[config.mk]
export PLATFORM = sky130hd
export DESIGN_NAME = jeff_mux_rr_reg_flat
export DESIGN_NICKNAME = d
export VERILOG_FILES = /design/src/rtl/jeff_mux_rr_reg_if.sv /design/src/rtl/jeff_mux_rr_reg.sv /design/src/flat_wrapper.sv
export SDC_FILE = /design/constraint.sdc
export NUM_CORES = 1
export LEC_CHECK = 0
export CORE_MARGIN = 10
export CORE_UTILIZATION = 43
export CTS_BUF_LIST = sky130_fd_sc_hd__clkbuf_4
export CTS_CLUSTER_DIAMETER = 60
export DETAILED_ROUTE_END_ITERATION = 10
export GPL_TIMING_DRIVEN = 0
export PLACE_DENSITY = 0.87
export SYNTH_ARGS = -nofsm -noshare
export SYNTH_HDL_FRONTEND = slang
export SYNTH_SLANG_ARGS = --single-unit
[constraint.sdc]
create_clock -name clk -period 5.4 [get_ports clk]
set_clock_uncertainty 0.2 [all_clocks]
set_input_delay 0.54 -clock clk [delete_from_list [all_inputs] [get_ports clk]]
set_output_delay 0.54 -clock clk [all_outputs]
set_load 0.01 [all_outputs]
[src/rtl/jeff_mux_rr_reg_if.sv]
// rtl/jeff_mux_rr_reg_if.sv - channel-side and output-side handshake bundle for jeff_mux_rr_reg
//
// Purpose: groups the per-channel inputs and the registered output of the mux.
// Ports (signals):
//   in_data  [CHANNELS*WIDTH] channel i at bits [i*WIDTH +: WIDTH]
//   in_valid [CHANNELS]       per-channel valid
//   in_ready [CHANNELS]       per-channel accept, one-hot or zero
//   y        [WIDTH]          registered output data
//   y_valid                   output register holds data
//   y_ready                   downstream accepts y
//   y_ch     [SEL_W]          source channel of y
// Modports: slave = the mux itself, master = producers plus consumer around it.
interface jeff_mux_rr_reg_if #(
  parameter int WIDTH    = 4,
  parameter int CHANNELS = 4
);
  localparam int SEL_W = $clog2(CHANNELS);

  logic [CHANNELS*WIDTH-1:0] in_data;
  logic [CHANNELS-1:0]       in_valid;
  logic [CHANNELS-1:0]       in_ready;
  logic [WIDTH-1:0]          y;
  logic                      y_valid;
  logic                      y_ready;
  logic [SEL_W-1:0]          y_ch;

  modport slave (
    input  in_data, in_valid, y_ready,
    output in_ready, y, y_valid, y_ch
  );

  modport master (
    output in_data, in_valid, y_ready,
    input  in_ready, y, y_valid, y_ch
  );
endinterface

[src/rtl/jeff_mux_rr_reg.sv]
// rtl/jeff_mux_rr_reg.sv - N-channel registered mux with fixed or round-robin selection
//
// Purpose: picks one requesting channel per cycle (fixed select s, or
// round-robin after the last accepted channel) into a one-entry output
// register with valid/ready.
// Ports:
//   clk    rising-edge clock
//   rst_n  asynchronous active-low reset
//   en     0 blocks new acceptances (held word may still drain)
//   mode   0 = fixed select via s, 1 = round-robin
//   s      channel select for mode 0; values >= CHANNELS never grant
//   bus    jeff_mux_rr_reg_if.slave: in_data/in_valid/in_ready, y/y_valid/y_ready/y_ch
module jeff_mux_rr_reg #(
  parameter int WIDTH    = 4,
  parameter int CHANNELS = 4,
  localparam int SEL_W   = $clog2(CHANNELS)
) (
  input  logic             clk,
  input  logic             rst_n,
  input  logic             en,
  input  logic             mode,
  input  logic [SEL_W-1:0] s,
  jeff_mux_rr_reg_if.slave bus
);

  logic [SEL_W-1:0] rr_ptr;
  logic [SEL_W-1:0] grant_idx;
  logic             grant_vld;
  logic [WIDTH-1:0] grant_data;
  logic             out_free;
  logic             take;

  assign out_free = !bus.y_valid || bus.y_ready;

  always_comb begin
    int idx;
    idx       = 0;
    grant_vld = 1'b0;
    grant_idx = '0;
    if (!mode) begin
      // Comparing against every legal index means s >= CHANNELS matches nothing.
      for (int i = 0; i < CHANNELS; i++) begin
        if (s == SEL_W'(i) && bus.in_valid[i]) begin
          grant_vld = 1'b1;
          grant_idx = SEL_W'(i);
        end
      end
    end else begin
      // Walk from farthest to nearest so the nearest requester after rr_ptr wins.
      for (int off = CHANNELS; off >= 1; off--) begin
        idx = 32'(rr_ptr) + off;
        if (idx >= CHANNELS) idx = idx - CHANNELS;
        if (bus.in_valid[idx]) begin
          grant_vld = 1'b1;
          grant_idx = SEL_W'(idx);
        end
      end
    end
  end

  always_comb begin
    grant_data = '0;
    for (int i = 0; i < CHANNELS; i++) begin
      if (grant_idx == SEL_W'(i)) grant_data = bus.in_data[i*WIDTH +: WIDTH];
    end
  end

  // rst_n gates in_ready so nothing is offered while reset is held.
  assign bus.in_ready = (rst_n && en && out_free && grant_vld) ?
                        (CHANNELS'(1) << grant_idx) : '0;
  assign take = |(bus.in_valid & bus.in_ready);

  always_ff @(posedge clk or negedge rst_n) begin
    if (!rst_n) begin
      bus.y       <= '0;
      bus.y_valid <= 1'b0;
      bus.y_ch    <= '0;
      rr_ptr      <= SEL_W'(CHANNELS - 1);
    end else if (take) begin
      bus.y       <= grant_data;
      bus.y_ch    <= grant_idx;
      bus.y_valid <= 1'b1;
      rr_ptr      <= grant_idx;
    end else if (bus.y_valid && bus.y_ready) begin
      bus.y_valid <= 1'b0;
    end
  end

endmodule

[src/flat_wrapper.sv]
// flat-port wrapper written by rule: the top's interface ports become plain ports
module jeff_mux_rr_reg_flat 
#(
  parameter int WIDTH    = 4,
  parameter int CHANNELS = 4,
  localparam int SEL_W   = $clog2(CHANNELS)
)
  (clk, rst_n, en, mode, s, bus_in_data, bus_in_valid, bus_y_ready, bus_in_ready, bus_y, bus_y_valid, bus_y_ch);
  jeff_mux_rr_reg_if #(.WIDTH(WIDTH), .CHANNELS(CHANNELS)) bus_i ();
  input  logic clk;
  input  logic rst_n;
  input  logic en;
  input  logic mode;
  input  logic [SEL_W-1:0] s;
  input wire logic [$bits(bus_i.in_data)-1:0] bus_in_data;
  input wire logic [$bits(bus_i.in_valid)-1:0] bus_in_valid;
  input wire logic [$bits(bus_i.y_ready)-1:0] bus_y_ready;
  output wire logic [$bits(bus_i.in_ready)-1:0] bus_in_ready;
  output wire logic [$bits(bus_i.y)-1:0] bus_y;
  output wire logic [$bits(bus_i.y_valid)-1:0] bus_y_valid;
  output wire logic [$bits(bus_i.y_ch)-1:0] bus_y_ch;
  assign bus_i.in_data = bus_in_data;
  assign bus_i.in_valid = bus_in_valid;
  assign bus_i.y_ready = bus_y_ready;
  assign bus_in_ready = bus_i.in_ready;
  assign bus_y = bus_i.y;
  assign bus_y_valid = bus_i.y_valid;
  assign bus_y_ch = bus_i.y_ch;
  jeff_mux_rr_reg #(.WIDTH(WIDTH), .CHANNELS(CHANNELS)) u_core (.clk(clk), .rst_n(rst_n), .en(en), .mode(mode), .s(s), .bus(bus_i));
endmodule
### After elaboration in Yosys (flattened, before gate mapping)

Index checks and enable logic that the tools add are counted.

* add/sub/neg operators: 8
* $lt $le $gt $ge: 8
* eq/ne operators: 6
* shift-type cells: 1
* muxes and demuxes: 44
* bitwise operators: 1
* reduce and logical (&&, ||, !) cells: 14

Operators by type and width (number)
* 32-bit 2-to-1 mux: 8
* 32-bit by 4-bit greater-or-equal comparator with 1-bit output, second input constant: 4
* 32-bit by 4-bit less-than comparator with 1-bit output, second input constant: 4
* 32-bit by 4-bit subtractor with 32-bit output, second input constant: 4
* 1-bit 2-to-1 mux: 20
* 4-bit 2-to-1 mux: 5
* 2-bit 2-to-1 mux: 7
* 1-bit binary-select mux with 2-bit select: 4
* 2-bit equality test, second input constant: 4
* 1-bit logical AND: 8
* 2-bit by 2-bit adder with 3-bit output, second input constant: 2
* 2-bit by 3-bit adder with 4-bit output, second input constant: 1
* 4-bit bitwise AND: 1
* 2-bit by 1-bit equality test with 1-bit output, second input constant: 2
* 2-bit zero test: 2
* 4-bit OR reduction: 1
* 1-bit by 2-bit << shifter with 4-bit output, first input constant: 1
* 2-bit by 1-bit adder with 3-bit output, second input constant: 1
* 2-bit nonzero test: 1
* 1-bit zero test: 1
* 1-bit logical OR: 1

* register bits after elaboration: 9
* output and inout bits: 11

### Longest topological paths before layout

* depth in word-level cells: 17
* mapped depth: 7

### Worst setup path before layout

No wires, ideal clock.

* path type: input to output
* from: input bus_in_valid[3]
* to: output bus_in_ready[2]
* data arrival time: 1652 ps
* data required time: 4660 ps
* setup slack: 3008 ps
* stages on the path: 6
* cells stage by stage: buf_6 -> mux4_2 -> nor2_2 -> a211oi_1 -> buf_6 -> and3_2

* word-level cells in the longest chain between the ends: 10

Ends and longest elaborated chain
* from (decl): RTL line flat_wrapper.sv:16 `input wire logic [$bits(bus_i.in_valid)-1:0] bus_in_valid;`
* 1-bit binary-select mux with 2-bit select: RTL line jeff_mux_rr_reg.sv:53 `if (bus.in_valid[idx]) begin`
* 1-bit 2-to-1 mux (implied by the code) (2 in series): RTL line jeff_mux_rr_reg.sv:53
* 2-bit 2-to-1 mux or 1-bit 2-to-1 mux (tied branches) (4 in series): RTL line jeff_mux_rr_reg.sv:53
* 2-bit 2-to-1 mux or 1-bit 2-to-1 mux (tied branches): RTL line jeff_mux_rr_reg.sv:40 `if (!mode) begin`
* 1-bit by 2-bit << shifter with 4-bit output or 1-bit logical AND (tied branches): RTL line jeff_mux_rr_reg.sv:70, jeff_mux_rr_reg.sv:69
* 4-bit 2-to-1 mux *: RTL line jeff_mux_rr_reg.sv:69 `assign bus.in_ready = (rst_n && en && out_free && grant_vld) ?`
* to (decl): RTL line flat_wrapper.sv:18 `output wire logic [$bits(bus_i.in_ready)-1:0] bus_in_ready;`

Every way passes the cells marked *; elsewhere a longest branch is shown, timed or not. The select of a mux whose other input is x is not followed.

### Worst setup path in the final report

* from: input bus_in_valid[0]
* to: output bus_in_ready[1]

Same word-level chain as after synthesis.

==> run_results.csv <==
group,metric,value,unit
timing,layout_min_cycle_time,3.485,ns
yosys,avgSynthCellArea,9.466,um2
worst_setup_path,r2r_end,"u_core.bus.y[1]$_DFFE_PN0P_",
yosys,yosys-mux-area-fraction,13.04,%
route,drt_iter0_markers,17,
cts,clk_pin_slew,0.06,ns
timing,max_freq,0.2870,GHz
cts,cts_max_path_buffers,2,
die,row_count,14,
route,drt-total-wl,2162,um
min_path,hold_end,"u_core.bus.y_ch[0]$_DFFE_PN0P_",
power,leakage,0.0004652,uW
route,post-route-drc-count,0,
yosys,async_flop_share,100.0,%
layout,layout.nets,144,
yosys,synth.most_common_cell,"a211oi_1",
placement,dp_cells,128,
worst_setup_path,required,4.66,ns
timing,drv_slew,0,
yosys,synth_xor_area_share,0,%
worst_setup_path,cp-end-kind,"primary output",
worst_setup_path,cpLargestDelayFamily,"buffers and inverters",
route,vias_per_cell,5.606,
cts,cts_resized,0,
layout,layout-drive-gt1-share,17.24,%
placement,io_buffers,36,
yosys,yosys_warnings,0,
worst_setup_path,rrSetupSlack,3.15,ns
cts,holdBufCountCts,0,
worst_setup_path,reg2reg_depth,5,
yosys,synth_edf_count,0,
worst_setup_path,reg2reg_from,"u_core.rr_ptr[1]$_DFFE_PN1P_",
route,vias,740,
die,num_io_pins,38,
cts,clock_latency,0.27,ns
timing,tightest_slew,0.5626,ns
timing,rsz0062_at_grt,"no",
flow_run,drv_cap,0,
layout,area_delta_synth_final,57.04,%
die,die-area,0.003709,mm2
die,die_height,60.91,um
worst_setup_path,worst_path_largest_cell_delay,0.60,ns
global_routing,grt_start_max_net_pins,11,
yosys,synth-main-ff-cell,"dfrtp_1",
worst_setup_path,crit_type,"primary input to primary output",
yosys,syn_area,719.4,um2
worst_setup_path,cpMostUsedCell,"clkdlybuf4s50_1",
worst_setup_path,slowest_stage,"clkdlybuf4s50_1",
global_routing,grt_first_pass_wirelength,3719,um
yosys,synth-simple-area-share,20.52,%
die,die_w,60.91,um
power,power_density,256.0,mW/mm2
yosys,synthAdderAreaFrac,0,%
yosys,synth_top_family_by_area,"compound AO/OA/AOI/OAI gates",
global_routing,overflow,0,
yosys,syn-num-nets,103,
global_routing,grt_usage,13.03,%
cts,clockRootBuffer,"clkbuf_4",
run_status,outcome,"complete, no violations",
placement,globalplace.congestion,0.7382,
cts,htreeDepth,1,
yosys,ys_seq_area_share,31.65,%
die,initial_core_util,46.67,%
placement,dp_hpwl,1781,um
yosys,synth_cell_type_count,30,
global_routing,antenna_found_initial,0,
min_path,hold_class,"flop to flop",
route,dr.pass1.iters,4,
cts,clock_sinks,9,
yosys,synthTopCellsByArea,"dfrtp_1 (24%), a211oi_1 (9.4%), mux2i_1 (8.3%)",
timing,setup_tns,0,ns
layout,fin_cells,132,
yosys,yosys-top-cells-count,"a211oi_1 (9), dfrtp_1 (7), nand2_1 (7), nor2_1 (7), mux2i_1 (6)",
yosys,synth_cells,76,
worst_setup_path,path_cells,"clkdlybuf4s50_1 > mux4_2 > nor2_2 > a211oi_1 > buf_6 > nand2_1 > nor2_1 > clkdlybuf4s50_1",
worst_setup_path,cp.depth,8,
worst_setup_path,worstPathMaxFanout,10,
worst_setup_path,worstPathArrival,2.74,ns
route,ant_nets,0,
timing,maxSlewHeadroom,61.52,%
yosys,yosysTopAreaCellShare,24.35,%
power,peakVddDrop,217.2,uV
layout,fill_cells,136,
yosys,synth_area_leader_cell,"dfrtp_1",
min_path,hold_depth,2,
layout,diodes,0,
cts,postCtsSetupBuffers,0,
route,wl_per_cell,16.38,um
worst_setup_path,start_kind,"primary input",
yosys,synth_seq_cells,9,
die,fp.coreArea,0.001541,mm2
cts,cts_tree,"done",
worst_setup_path,path_buf_inv,3,
cts,cts_buffers,3,
global_routing,grt_pass1_vias,813,
timing,setup_viol,0,
timing,timing.final.crit_share,64.53,%
min_path,hold_start,"u_core.bus.y_ch[0]$_DFFE_PN0P_",
timing,hold_violations,0,
yosys,synth_compound_area_share,29.57,%
-- cells in the final DEF, fill, tap and decap left out, drive strengths merged --
master          n
nand2           7
a211o           1
and2b           1
o221a           1
nor3b           1
nand2b          3
inv             4
nand3           1
o21a            3
a2bb2oi         1
or2b            1
and2            1
dfrtp           7
o21ai           2
dfstp           2
a21oi           2
nor4            1
a211oi          9
a31o            1
nor2            8
and3            2
a21o            1
mux4            1
clkdlybuf4s50  36
clkbuf          4
nor2b           2
a2111oi         4
mux2i           6
buf             2
mux2            1
-- flip-flops by register name, summed over array words and instances, names as in the netlist --
| register | count |
|---|---|
| u_core.bus.y_valid | 1 |
| u_core.rr_ptr | 2 |
| u_core.bus.y | 4 |
| u_core.bus.y_ch | 2 |
-- layer usage --
layer | vias up | global-route usage, % | part of all wire [%]
met4 | 0 | 3.762 | 0.93
li1 | 364 | - | -
met2 | 27 | 22.27 | 52
met3 | 2 | 5.219 | 8.3
met1 | 347 | 14.52 | 39
met5 | - | 0 | 0
-- worst reg2reg max path, stage by stage (launching register included) --
cell       delay, ns
dfstp_2         0.58
mux2i_1         0.09
o221a_2         0.32
a21o_1          0.23
a2111oi_0       0.57
a211oi_1        0.10
-- stage by stage --
step                total power (uW)  util [%]  instance area, um2  setup slack, ns  hold slack (ns)
finish                         289.3     73.30                1130            1.915           0.2778
global route                   310.4     73.30                1130            1.785           0.3379
CTS                            290.7     73.30                1130            1.912           0.2840
detailed placement             231.7     71.35                1100            1.930           0.2687
global placement               226.7     71.35                1100            1.941           0.2619
floorplan                      163.5         -               719.4            3.008          0.04441
-- how the worst max path moves through the flow --
stage / to / slack [ns] / start
3_5_place_dp: bus_in_ready[0] / 1.93 / bus_in_valid[0]
2_1_floorplan: bus_in_ready[2] / 3.01 / bus_in_valid[3]
3_3_place_gp: bus_in_ready[0] / 1.94 / bus_in_valid[1]
5_1_grt: bus_in_ready[1] / 1.78 / bus_in_valid[0]
6_report: bus_in_ready[1] / 1.92 / bus_in_valid[0]
4_1_cts: bus_in_ready[1] / 1.91 / bus_in_valid[0]
-- final cells by class --
type	instances	area (um2)	area share (%)
buffer	2	22.52	1.993
clock buffer	4	30.03	2.658
inverter	4	15.01	1.329
multi-input combinational	61	454.2	40.20
sequential	9	227.7	20.16
tap	16	20.02	1.772
timing repair buffer	36	360.3	31.89
-- kinds of logic (layout without fill, tap and decap cells) --
kind of cell           Yosys count  count (layout)
AND/OR/NAND/NOR                 28              28
AO/OA/AOI/OAI                   25              25
flip-flops                       9               9
multiplexers                     8               8
buffers and inverters            6              46
-- power by group --
| part | leakage (uW) | switching, uW | internal, uW |
|---|---|---|---|
| clock | 0.0000184 | 26.1 | 33.6 |
| sequential | 0.000102 | 14.1 | 88.7 |
| combinational | 0.000345 | 54.0 | 72.8 |
No activity file was read; power rests on OpenSTA's default activity.
